## config.mk

```make
export PLATFORM = sky130hd
export DESIGN_NAME = draw_cmd_queue_flat
export DESIGN_NICKNAME = d
export VERILOG_FILES = /design/src/rtl/draw_cmd_queue_if.sv /design/src/rtl/draw_cmd_queue.sv /design/src/flat_wrapper.sv
export SDC_FILE = /design/constraint.sdc
export NUM_CORES = 1
export LEC_CHECK = 0
export ABC_AREA = 1
export CORE_MARGIN = 4
export CORE_UTILIZATION = 38
export DETAILED_ROUTE_END_ITERATION = 7
export PLACE_DENSITY = 0.59
export SLEW_MARGIN = 5
export SYNTH_ARGS = -nofsm -noshare
export SYNTH_HDL_FRONTEND = slang
export SYNTH_SLANG_ARGS = --single-unit
```

## constraint.sdc

```tcl
create_clock -name clk -period 3.7 [get_ports clk]
set_input_delay 0.74 -clock clk [delete_from_list [all_inputs] [get_ports clk]]
set_output_delay 0.74 -clock clk [all_outputs]
set_load 0.02 [all_outputs]
```

## src/rtl/draw_cmd_queue_if.sv

```systemverilog
// draw_cmd_queue_if: head-command bus from draw_cmd_queue to draw_obj.
// The queue is the master; draw_obj answers with draw_ready.
interface draw_cmd_queue_if #(
  parameter int SYM_W = 2
);
  logic             cmd_valid;
  logic             draw_ready;
  logic [2:0]       cmd_op;
  logic             cmd_repeat;
  logic [SYM_W-1:0] cmd_sym;
  logic [1:0]       cmd_dir;

  modport master (
    output cmd_valid,
    output cmd_op,
    output cmd_repeat,
    output cmd_sym,
    output cmd_dir,
    input  draw_ready
  );

  modport slave (
    input  cmd_valid,
    input  cmd_op,
    input  cmd_repeat,
    input  cmd_sym,
    input  cmd_dir,
    output draw_ready
  );
endinterface

```

## src/rtl/draw_cmd_queue.sv

```systemverilog
// draw_cmd_queue: classifies game events into prioritised draw commands and
// buffers them in a FIFO. Optional tail coalescing: DRAW_CMD_REPEAT_COALESCE_EN.
module draw_cmd_queue #(
  parameter int NUM_SYMBOLS = 4,
  parameter int DEPTH       = 4,
  parameter int SYM_W       = $clog2(NUM_SYMBOLS)
) (
  input  logic                   clk,
  input  logic                   reset,
  input  logic                   newGame,
  input  logic                   checkResponse,
  input  logic                   wrong,
  input  logic                   done,
  input  logic [3:0]             dir,
  input  logic [NUM_SYMBOLS-1:0] sym,
  draw_cmd_queue_if.master       cmd,
  output logic                   queue_full,
  output logic [7:0]             drop_count
);
  localparam int PW = $clog2(DEPTH);
  localparam logic [2:0] OP_NONE  = 3'd0;
  localparam logic [2:0] OP_BOARD = 3'd1;
  localparam logic [2:0] OP_WRONG = 3'd2;
  localparam logic [2:0] OP_CHAR  = 3'd3;
  localparam logic [2:0] OP_TRACK = 3'd4;
  localparam logic [2:0] OP_WIN   = 3'd5;
  localparam logic [PW:0] FULL_CNT = (PW+1)'(DEPTH);

  logic [2:0]       q_op  [DEPTH];
  logic             q_rep [DEPTH];
  logic [SYM_W-1:0] q_sym [DEPTH];
  logic [1:0]       q_dir [DEPTH];

  logic [PW-1:0] rd;
  logic [PW-1:0] wr;
  logic [PW:0]   count;
  logic [PW:0]   count_nxt;
  logic          done_q;
  logic [2:0]    last_class;

  logic [2:0]       c_op;
  logic [SYM_W-1:0] c_sym;
  logic [1:0]       c_dir;
  logic             c_rep;
  logic             cand;
  logic             full;
  logic             pop;
  logic             push;
  logic             drop;
  logic             coalesce;

  always_comb begin
    c_op  = OP_NONE;
    c_sym = '0;
    c_dir = '0;
    priority case (1'b1)
      newGame:               c_op = OP_BOARD;
      checkResponse & wrong: c_op = OP_WRONG;
      |sym: begin
        c_op = OP_CHAR;
        for (int i = NUM_SYMBOLS-1; i >= 0; i--)
          if (sym[i]) c_sym = SYM_W'(i);
      end
      |dir: begin
        c_op = OP_TRACK;
        for (int i = 3; i >= 0; i--)
          if (dir[i]) c_dir = 2'(i);
      end
      done & ~done_q:        c_op = OP_WIN;
      default: ;
    endcase
  end

  assign c_rep = (c_op == OP_CHAR || c_op == OP_TRACK)
              && (c_op == last_class);
  assign cand  = (c_op != OP_NONE) && !newGame;
  assign full  = (count == FULL_CNT);
  assign pop   = cmd.cmd_valid & cmd.draw_ready;

`ifdef DRAW_CMD_REPEAT_COALESCE_EN
  logic [PW-1:0] tail;
  assign tail = wr - 1'b1;
  // A tail that is also the head being popped is gone; push instead.
  assign coalesce = cand
                 && (c_op == OP_CHAR || c_op == OP_TRACK)
                 && (count != '0)
                 && (q_op[tail] == c_op)
                 && !(pop && count == (PW+1)'(1));
`else
  assign coalesce = 1'b0;
`endif

  assign push = cand & ~coalesce & (~full | pop);
  assign drop = cand & ~coalesce & full & ~pop;
  assign count_nxt = count + (PW+1)'(push) - (PW+1)'(pop);

  always_ff @(posedge clk) begin
    if (reset || newGame) begin
      rd         <= '0;
      wr         <= PW'(1);
      count      <= (PW+1)'(1);
      queue_full <= 1'b0;
      q_op[0]    <= OP_BOARD;
      q_rep[0]   <= 1'b0;
      q_sym[0]   <= '0;
      q_dir[0]   <= '0;
      if (reset) begin
        drop_count <= '0;
        done_q     <= 1'b0;
        last_class <= OP_NONE;
      end else begin
        done_q     <= done;
        last_class <= OP_BOARD;
      end
    end else begin
      done_q     <= done;
      count      <= count_nxt;
      queue_full <= (count_nxt == FULL_CNT);
      if (pop) rd <= rd + 1'b1;
      if (push) begin
        q_op[wr]   <= c_op;
        q_rep[wr]  <= c_rep;
        q_sym[wr]  <= c_sym;
        q_dir[wr]  <= c_dir;
        wr         <= wr + 1'b1;
        last_class <= c_op;
      end
`ifdef DRAW_CMD_REPEAT_COALESCE_EN
      if (coalesce) begin
        q_sym[tail] <= c_sym;
        q_dir[tail] <= c_dir;
      end
`endif
      if (drop && drop_count != 8'hff)
        drop_count <= drop_count + 8'd1;
    end
  end

  assign cmd.cmd_valid  = (count != '0);
  assign cmd.cmd_op     = cmd.cmd_valid ? q_op[rd]  : OP_NONE;
  assign cmd.cmd_repeat = cmd.cmd_valid ? q_rep[rd] : 1'b0;
  assign cmd.cmd_sym    = cmd.cmd_valid ? q_sym[rd] : '0;
  assign cmd.cmd_dir    = cmd.cmd_valid ? q_dir[rd] : 2'd0;
endmodule

```

## src/flat_wrapper.sv

```systemverilog
// flat-port wrapper written by rule: the top's interface ports become plain ports
module draw_cmd_queue_flat 
#(
  parameter int NUM_SYMBOLS = 4,
  parameter int DEPTH       = 4,
  parameter int SYM_W       = $clog2(NUM_SYMBOLS)
)
  (clk, reset, newGame, checkResponse, wrong, done, dir, sym, queue_full, drop_count, cmd_cmd_valid, cmd_cmd_op, cmd_cmd_repeat, cmd_cmd_sym, cmd_cmd_dir, cmd_draw_ready);
  draw_cmd_queue_if #(.SYM_W(SYM_W)) cmd_i ();
  input  logic clk;
  input  logic reset;
  input  logic newGame;
  input  logic checkResponse;
  input  logic wrong;
  input  logic done;
  input  logic [3:0] dir;
  input  logic [NUM_SYMBOLS-1:0] sym;
  output logic queue_full;
  output logic [7:0] drop_count;
  output wire logic [$bits(cmd_i.cmd_valid)-1:0] cmd_cmd_valid;
  output wire logic [$bits(cmd_i.cmd_op)-1:0] cmd_cmd_op;
  output wire logic [$bits(cmd_i.cmd_repeat)-1:0] cmd_cmd_repeat;
  output wire logic [$bits(cmd_i.cmd_sym)-1:0] cmd_cmd_sym;
  output wire logic [$bits(cmd_i.cmd_dir)-1:0] cmd_cmd_dir;
  input wire logic [$bits(cmd_i.draw_ready)-1:0] cmd_draw_ready;
  assign cmd_cmd_valid = cmd_i.cmd_valid;
  assign cmd_cmd_op = cmd_i.cmd_op;
  assign cmd_cmd_repeat = cmd_i.cmd_repeat;
  assign cmd_cmd_sym = cmd_i.cmd_sym;
  assign cmd_cmd_dir = cmd_i.cmd_dir;
  assign cmd_i.draw_ready = cmd_draw_ready;
  draw_cmd_queue #(.NUM_SYMBOLS(NUM_SYMBOLS), .DEPTH(DEPTH), .SYM_W(SYM_W)) u_core (.clk(clk), .reset(reset), .newGame(newGame), .checkResponse(checkResponse), .wrong(wrong), .done(done), .dir(dir), .sym(sym), .cmd(cmd_i), .queue_full(queue_full), .drop_count(drop_count));
endmodule
```

==> flow_summary_export.csv, run 1 <==
group,metric,value,unit
run_status,status,"completed",
clock_network,ctsResizeCount,0,
timing,maxSlewHeadroom,58.9,%
power,power_frac_seq,57.5,%
global_routing,grt_max_degree,19,
cells_and_area,drive_above_1_share,12.1,%
critical_path,end_kind,"primary output",
logic_synthesis,ys_seq_elements,54,
clock_network,post-cts-setup-buffer-count,0,
power,power.density,391,nW/um2
power,switchingPower,0.000313,W
min_path,min-delay-path-class,"reg -> reg",
clock_network,cts_tree,"built",
clock_network,cts_max_level,2,
critical_path,critPathMaxStageDelay,0.72,ns
clock_network,clk_pin_slew,0.09,ns
logic_synthesis,synth_fp_nets,284,
critical_path,arrival,2.17,ns
critical_path,rrSetupSlack,1.46,ns
timing,setup_tns,0,ns
power,p_int,0.000891,W
timing,fin_ws,0.792,ns
route,drtPass1Iterations,4,
floorplanning,row_count,29,
power,leakagePower,1.21,nW
logic_synthesis,syn_area_per_cell,9.65,um2
route,drt_wl_total,4840,um
timing,whs,0.481,ns
critical_path,crit_fanout,17,
clock_network,numCtsBuffers,5,
route,avgRoutedWirePerCell,12.7,um
critical_path,worst_setup_path_start_kind,"flip-flop",
cells_and_area,nNetsFinal,323,
placement,place_hpwl,3540,um
global_routing,grt_pass1_vias,1751,
logic_synthesis,synth_area,2560,um2
floorplanning,core_area,6420,um2
global_routing,antenna_found_initial,0,
timing,min_period,2.91,ns
cells_and_area,layout_common_cells,"nor2_1, edfxtp_1, clkdlybuf4s50_1",
timing,finalSetupViolations,0,
timing,hold_violations,0,
placement,pre_cts_ws,0.858,ns
placement,port_buffers,32,
global_routing,grt_util_all_layers,12.5,%
route,drt_iter0_markers,52,
global_routing,gr-total-overflow,0,
clock_network,worstSkewPairLatency,0.31,ns
cells_and_area,antenna_cells,0,
placement,gp_congestion,0.751,
floorplanning,top_level_ports,33,
clock_network,clkSinkCount,54,
critical_path,crit_slowest_cell,"dfxtp_1",
logic_synthesis,synth_top_cell_by_area,"edfxtp_1",
route,vias,1860,
cells_and_area,post-route-util,48.0,%
clock_network,ctsHoldBuffers,0,
power,p_comb_share,15.0,%
timing,max_slew.worst_pin.slew,0.615,ns
route,ant_nets,0,
route,vias_per_cell,4.87,
critical_path,critical_path_required,2.96,ns
logic_synthesis,synthCells,265,
logic_synthesis,synth_area_leaders,"edfxtp_1, nor2_1, dfxtp_1",
job,cap_violations,0,
global_routing,grt_pass1_wl,8160,um
clock_network,clk_path_buf_depth,2,
logic_synthesis,seq_area_frac_synth,59.1,%
timing,fmax,0.344,GHz
floorplanning,dieWidth,90.0,um
cells_and_area,area_delta_synth_final,20.6,%
logic_synthesis,synth_top_area_share,50.5,%
cells_and_area,layout.cells.most_common,"nor2_1",
route,drc_errors,0,
floorplanning,initial_core_util,39.8,%
floorplanning,die_area,8100,um2
timing,rsz0062_at_grt,"no",
logic_synthesis,synth_cell_types,33,
floorplanning,die_y,90.0,um
timing,finClkSkew,0.00936,ns
timing,slew_violations,0,
logic_synthesis,yosys_warnings,0,
clock_network,cts_root_buf,"clkbuf_8",
power,clockPowerShare,27.6,%
timing,period_share,78.6,%
critical_path,crit_path_cell_trace,"inv_2, o21ai_0, a21oi_1, clkdlybuf4s50_1",
power,peakVddDrop,149,uV
critical_path,worst-setup-path-type,"reg -> out",
power,switching_share,26.0,%
## Yosys cell counts
master	number
nand2_8	1
o21ai_0	21
or2_1	1
nand4_1	1
a21oi_1	14
buf_2	3
inv_1	27
nand2_1	30
nor3_2	1
o21a_1	1
nand3_4	1
nor2_2	7
inv_4	1
nor3b_2	1
or3_1	1
ha_1	3
nor3_1	1
dfxtp_1	11
o21ai_1	1
nor2_4	2
nand3b_1	2
nand2_2	4
nand4_2	1
fa_1	1
nor2_1	65
inv_2	4
xnor2_1	2
xor2_1	1
clkbuf_1	2
o31ai_1	1
edfxtp_1	43
nor3_4	1
nand3_1	9
## layout make-up
cell class	count	area, um2
Tap cell	77	96.3
Sequential cell	54	1510
Timing Repair Buffer	37	358
Inverter	32	123
Multi-Input combinational cell	174	900
Clock inverter	3	26.3
Fill cell	615	3340
Clock buffer	5	68.8
## cell families after synthesis
group	count (synthesis)	share of synthesized area, %
adder cells (fa/ha/maj)	4	2.25
flip-flops	54	59.1
AO/OA/AOI/OAI	38	7.64
buffers and inverters	37	5.68
XOR/XNOR	3	1.03
AND/OR/NAND/NOR	129	24.3
## worst max-delay path, delay by kind of cell, from the launching register on
kind	cells	cell delay (ns)
compound gates	2	0.32
buf+inv	2	0.82
flops	1	0.72
## power by group through the flow
stage / Sequential, W / Combinational, W / Clock (W)
after floorplan: 0.000707 / 0.000105 / 0
after global placement: 0.000706 / 0.000180 / 0
after detailed placement: 0.000706 / 0.000183 / 0
after CTS: 0.000692 / 0.000183 / 0.000343
after global routing: 0.000696 / 0.000199 / 0.000373
final: 0.000692 / 0.000180 / 0.000332
## sequential cells by signal, indices dropped and copies added (netlist names), 3 cells and up, named ones only
signal             cells
u_core.q_sym           8
u_core.last_class      3
u_core.q_dir           8
u_core.q_op           12
u_core.count           3
u_core.q_rep           4
u_core.drop_count      8
## worst paths after layout
| kind | depth (start not counted) | from | endpoint |
|---|---|---|---|
| worst min-delay path | 2 | u_core.rd[1] | u_core.rd[1] |
| worst max-delay path | 4 | flip-flop | cmd_cmd_dir[1] |
| worst max register to register | 8 | u_core.count[2] | u_core.queue_full |
| worst min register to register | 2 | u_core.rd[1] | u_core.rd[1] |
## through the flow
| step | total power [W] | cells | cell area [um2] |
|---|---|---|---|
| floorplan | 0.000812 | 265 | 2560 |
| global placement | 0.000886 | 374 | 2990 |
| detailed placement | 0.000889 | 374 | 2990 |
| CTS | 0.00122 | 382 | 3080 |
| global route | 0.00127 | 382 | 3080 |
| finish | 0.00120 | 382 | 3080 |
## metal layers
metal	wire length (um)	track usage, %
met4	59	3.83
met1	2220	16.0
met3	231	2.92
met2	2330	21.0
met5	0	0
(Power assumes the default switching activity.)
==> run 2: changes to the inputs <==
--- a/config.mk
+++ b/config.mk
@@ -9,7 +9,7 @@
 export CORE_MARGIN = 4
 export CORE_UTILIZATION = 38
 export DETAILED_ROUTE_END_ITERATION = 7
-export PLACE_DENSITY = 0.59
+export PLACE_DENSITY = 0.62
 export SLEW_MARGIN = 5
 export SYNTH_ARGS = -nofsm -noshare
 export SYNTH_HDL_FRONTEND = slang
==> constraint.sdc (replaced) <==
create_clock -name clk -period 2.5 [get_ports clk]
set_input_delay 0.5 -clock clk [delete_from_list [all_inputs] [get_ports clk]]
set_output_delay 0.5 -clock clk [all_outputs]
set_load 0.02 [all_outputs]
==> run 2 against run 1 <==
Effect of this change: flip-flop and latch count unchanged; cell count increased by 2.9%; die area unchanged; clock power increased by 50%; utilization increased by 1.7 points; critical path depth increased by 2; wire length increased by 7.8%; register-to-register slack got worse by 1.1 ns; setup slack got worse by 0.68 ns.
==> flow_summary_export.csv, run 2 (synthesis gave the netlist of run 1 again) <==
group,metric,value,unit
clock_network,clk_pin_slew,0.10,ns
placement,pre_cts_ws,-0.0423,ns
power,clockPowerShare,27.6,%
run_status,status,"completed",
power,power.density,567,nW/um2
critical_path,critical_path_required,2.00,ns
route,drt_wl_total,5220,um
cells_and_area,largest_reg_flops,12,
critical_path,crit_fanout,17,
timing,slew_violations,0,
cells_and_area,area_delta_synth_final,25.0,%
clock_network,clkSinkCount,54,
route,drt_iter0_markers,78,
placement,port_buffers,32,
critical_path,path_common_cell,"nor2_1",
floorplanning,dieWidth,90.0,um
clock_network,post-cts-setup-buffer-count,0,
global_routing,antenna_found_initial,0,
cells_and_area,layout_common_cells,"nor2_1, edfxtp_1, nand2_1",
floorplanning,die_area,8100,um2
job,cap_violations,0,
timing,hold_violations,0,
timing,maxSlewHeadroom,78.3,%
critical_path,worst-setup-path-type,"reg -> out",
timing,fmax,0.419,GHz
critical_path,end_kind,"primary output",
floorplanning,row_count,29,
power,power_frac_seq,56.3,%
power,switching_share,26.4,%
placement,place_hpwl,3840,um
cells_and_area,antenna_cells,0,
power,p_comb_share,16.1,%
route,avgRoutedWirePerCell,13.3,um
route,vias_per_cell,4.76,
global_routing,grt_pass1_wl,8820,um
global_routing,grt_max_degree,19,
route,ant_nets,0,
power,peakVddDrop,297,uV
power,power,0.00181,W
power,p_int,0.00133,W
timing,period_share,95.4,%
timing,rsz0062_at_grt,"no",
critical_path,critPathMaxStageDelay,0.62,ns
critical_path,worst_setup_path_start_kind,"flip-flop",
power,switchingPower,0.000479,W
cells_and_area,drive_above_1_share,15.2,%
critical_path,arrival,1.88,ns
timing,max_slew.worst_pin.slew,0.325,ns
cells_and_area,regMostFlops,"u_core.q_op",
min_path,min-delay-path-class,"reg -> reg",
floorplanning,die_y,90.0,um
power,leakagePower,1.30,nW
clock_network,numCtsBuffers,5,
global_routing,gr-total-overflow,0,
clock_network,cts_max_level,2,
critical_path,crit_path_cell_trace,"buf_4, nor2_1, nor2_1, o21ai_0, a21oi_1, clkdlybuf4s50_1",
clock_network,ctsResizeCount,2,
clock_network,cts_tree,"built",
route,drtPass1Iterations,5,
floorplanning,core_area,6420,um2
critical_path,crit_slowest_cell,"clkdlybuf4s50_1",
global_routing,grt_pass1_vias,1931,
floorplanning,top_level_ports,33,
cells_and_area,nNetsFinal,334,
clock_network,ctsHoldBuffers,0,
global_routing,grt_util_all_layers,13.3,%
timing,fin_ws,0.116,ns
clock_network,clk_path_buf_depth,2,
timing,finalSetupViolations,0,
route,vias,1872,
timing,min_period,2.38,ns
floorplanning,initial_core_util,39.8,%
clock_network,worstSkewPairLatency,0.31,ns
clock_network,cts_root_buf,"clkbuf_8",
placement,gp_congestion,0.811,
timing,finClkSkew,0.00585,ns
timing,setup_tns,0,ns
cells_and_area,layout.cells.most_common,"nor2_1",
route,drc_errors,0,
-- run 2: path summary, 6_finish.rpt --
kind | to | from | cells past startpoint | slack [ns]
worst min-delay path | u_core.rd[1] | u_core.rd[1] | 2 | 0.48
worst max-delay path | cmd_cmd_dir[1] | flip-flop | 6 | 0.12
worst max register to register | u_core.queue_full | u_core.count[2] | 9 | 0.40
worst min register to register | u_core.rd[1] | u_core.rd[1] | 2 | 0.48
-- run 2: power by group through the flow --
stage	Clock, W	Sequential, W	Combinational [W]
after global placement	0	0.00104	0.000291
after detailed placement	0	0.00104	0.000296
final	0.000499	0.00102	0.000292
after global routing	0.000550	0.00102	0.000323
after floorplan	0	0.00105	0.000155
after CTS	0.000518	0.00102	0.000296
-- run 2: final cells by class --
cell class	instances	area, um2
clock buffer	5	68.8
sequential	54	1510
fill	599	3230
multi-input combinational	174	900
clock inverter	3	25.0
tap	77	96.3
timing repair buffer	48	468
inverter	32	125
-- run 2: layer usage --
metal	share of wire, %	GRT usage (%)
met1	46	16.5
met2	50	23.9
met3	3.0	2.50
met4	1.1	3.06
met5	0	0
-- run 2: per-stage QoR --
step	utilization (%)	instance area, um2	hold slack (ns)	instances
final	49.7	3190	0.481	393
after CTS	49.6	3190	0.483	393
after detailed placement	48.2	3100	0.466	385
after floorplan	-	2560	0.442	265
after global placement	48.2	3100	0.461	385
after global routing	49.7	3190	0.519	393
-- run 2: critical path: cells and delay by family (launching register included) --
kind	cells	cell delay, ns
flops	1	0.32
compound gates	2	0.26
buf+inv	2	0.84
simple gates	2	0.15
==> RTL edit (config.mk and constraints of run 2) <==
Build with the macro `DRAW_CMD_REPEAT_COALESCE_EN` defined.
--- a/src/rtl/draw_cmd_queue.sv
+++ b/src/rtl/draw_cmd_queue.sv
@@ -2,2 +2,4 @@
 // buffers them in a FIFO. Optional tail coalescing: DRAW_CMD_REPEAT_COALESCE_EN.
+`define DRAW_CMD_REPEAT_COALESCE_EN
+
 module draw_cmd_queue #(
Function: changed (Yosys sat finds a counterexample within 4 cycles, from zero or initial values).
==> RTL edit against run 2 <==
Sequential share of layout area down 5.0 points. Wire length up 15%. Final area up 12%. Synthesized cell count up 15%. Worst setup slack worse by 0.010 ns. Power up 9.8%. Area after synthesis up 6.2%. Sequential cell count unchanged. Critical endpoint is now u_core.queue_full.
==> RTL edit: results (changes against run 2) <==
Run status
  • Status: finished clean

Clock tree
  • Clock Path Buffers: 2 (unchanged)
  • Reg clk slew, reported paths: 0.10 ns (about the same)
  • CTS HTree Levels: 2 (unchanged)
  • TritonCTS Buffers: 5 (unchanged)
  • CTS root buf: clkbuf_8
  • Worst skew pair latency: 0.31 ns (about the same)

Worst setup path
  • Setup crit start: sym[2]
  • FF-to-FF path depth: 16 (+7)
  • RR Startpoint: u_core.wr[1]
  • CP max FO: 3 (-14)
  • R2R Setup Slk: 0.17 ns (-0.23 ns)
  • Crit path DAT: 2.63 ns (+0.75 ns)

Finish
  • Biggest register: u_core.q_op
  • # diodes: 0 (unchanged)
  • # fillers: 640 (+6.8%)
  • Layout cells sized above 1: 19.8% (+4.6 points)
  • NumNets Final: 397 (+19%)

Placement
  • RD Place Congestion: 0.849 (+4.7%)
  • Buffers on Ports: 32 (unchanged)
  • Dpl cell area: 0.00344 mm^2 (+11%)
  • HPWL after DPL: 4790 um (+25%)

Min path
  • Hold WC Path Type: reg2reg
  • Hold Crit Start: u_core.rd[1]
  • Worst hold path depth: 2 (unchanged)

Power
  • Net Switching: 568 uW (+19%)
  • Worst vdd ir: 0.262 mV (-12%)
  • P_leak: 0.00153 uW (+17%)

Yosys
  • Synth cell types: 31 (-6.1%)
  • Sequential area share after synthesis: 55.7% (-3.5 points)
  • Synth async-reset ratio: 0% (unchanged)
  • Synth warn: 0 (unchanged)
  • Number of enable flip-flop cells after synthesis: 43 (unchanged)
  • Commonest cells in the netlist: nor2_1 (68), nand2_1 (46), edfxtp_1 (43)
  • Top post-synthesis cells by area: edfxtp_1 (48%), nor2_1 (9.4%), dfxtp_1 (8.1%)
  • Syn Nets: 324 (+14%)

Global routing
  • First-pass GRT wire length: 10,000 um (+14%)
  • Largest net degree at the start of global routing: 19 (unchanged)
  • Gr usage total: 14.8% (+1.5 points)
  • Vias in the first global route: 2,186 (+13%)
  • Initial antenna violation count: 0 (unchanged)

Drt
  • Vias per cell: 4.66 (-2.1%)
  • Final wirelength: 5980 um (+15%)
  • Iter 0 DRT Violations: 115 (+47%)
  • Drt first pass iters: 4 (-1)

STA
  • Hold_ws: 0.477 ns (-0.00383 ns)
  • Final setup viols: 0 (unchanged)
  • Worst Max-Slew Pin Slew: 0.309 ns (-0.0159 ns)
  • Layout Skew: 0.00848 ns (+0.00262 ns)
==> RTL edit: changes by cell type after synthesis, sizes merged, moves of 3 or more <==
cell    before  now
nand2       35   51
o21ai       22   32
inv         32   41
a21oi       14   19
nor2        74   69
nor3         3    7
clkbuf       2    5
nand3       10    7
==> RTL edit: path summary, 6_finish.rpt <==
check | endpoint
worst max-delay path | u_core.queue_full
worst min-delay path | flip-flop
worst max register to register | u_core.queue_full
worst min register to register | flip-flop
==> RTL edit: cells by family (layout without fill, tap and decap cells) <==
logic type      after synthesis  count (layout)  share of synthesized area [%]
flops                        54              54                           55.7
xor+xnor                      2               2                          0.645
simple gates                139             139                           22.9
fa+ha+maj                     4               4                           2.12
buf+inv                      47             121                           6.64
compound gates               59              59                           12.0
==> RTL edit: power by group through the flow <==
stage | Clock (uW) | Sequential, uW | Combinational, uW
finish | 487 | 1040 | 457
floorplan | 0 | 1070 | 250
global placement | 0 | 1060 | 450
CTS | 510 | 1040 | 459
detailed placement | 0 | 1060 | 457
global route | 543 | 1050 | 507
==> RTL edit: routing by layer <==
metal	up-vias	track usage, %	routed length (um)	part of all wire, %
li1	1157	-	-	-
met1	1011	18.5	2750	46
met2	41	26.0	2950	49
met3	6	3.01	215	3.6
met4	0	4.08	69	1.2
met5	-	0	0	0
==> RTL edit: timing repair <==
action | CTS | global route
resized for setup | 0 | 15
setup buffers | 0 | 0
endpoints found under the hold margin | 0 | 0
endpoints found under the setup margin | 0 | 17
==> RTL edit: critical path: stages <==
cell,delay [ns]
clkdlybuf4s50_1,0.45
nor2_2,0.13
nand2_2,0.07
inv_1,0.08
nand2_1,0.06
nor2_1,0.10
nand2_1,0.07
nand2_2,0.09
nand3_4,0.09
nand3_4,0.07
inv_1,0.04
ha_1,0.19
fa_1,0.37
xnor2_1,0.14
inv_1,0.08
nor3_2,0.10
==> RTL edit: through the flow <==
| stage | setup WS (ns) | TNS (ns) | power, uW | cells |
|---|---|---|---|---|
| detailed placement | -0.287 | -4.32 | 1520 | 467 |
| floorplan | 0.275 | 0 | 1320 | 305 |
| global route | -0.0343 | -0.0584 | 2100 | 475 |
| CTS | 0.0438 | 0 | 2010 | 475 |
| global placement | -0.198 | -2.24 | 1510 | 467 |
| finish | 0.105 | 0 | 1990 | 475 |
==> RTL edit: final cells by class <==
| class | instances | area [um^2] | area share [%] |
|---|---|---|---|
| clock buffers | 5 | 68.8 | 1.93 |
| clock inverters | 3 | 25.0 | 0.701 |
| inverters | 41 | 154 | 4.31 |
| multi-input cells | 204 | 1040 | 29.1 |
| flip-flops and latches | 54 | 1510 | 42.3 |
| well taps | 96 | 120 | 3.36 |
| repair buffers | 72 | 651 | 18.2 |
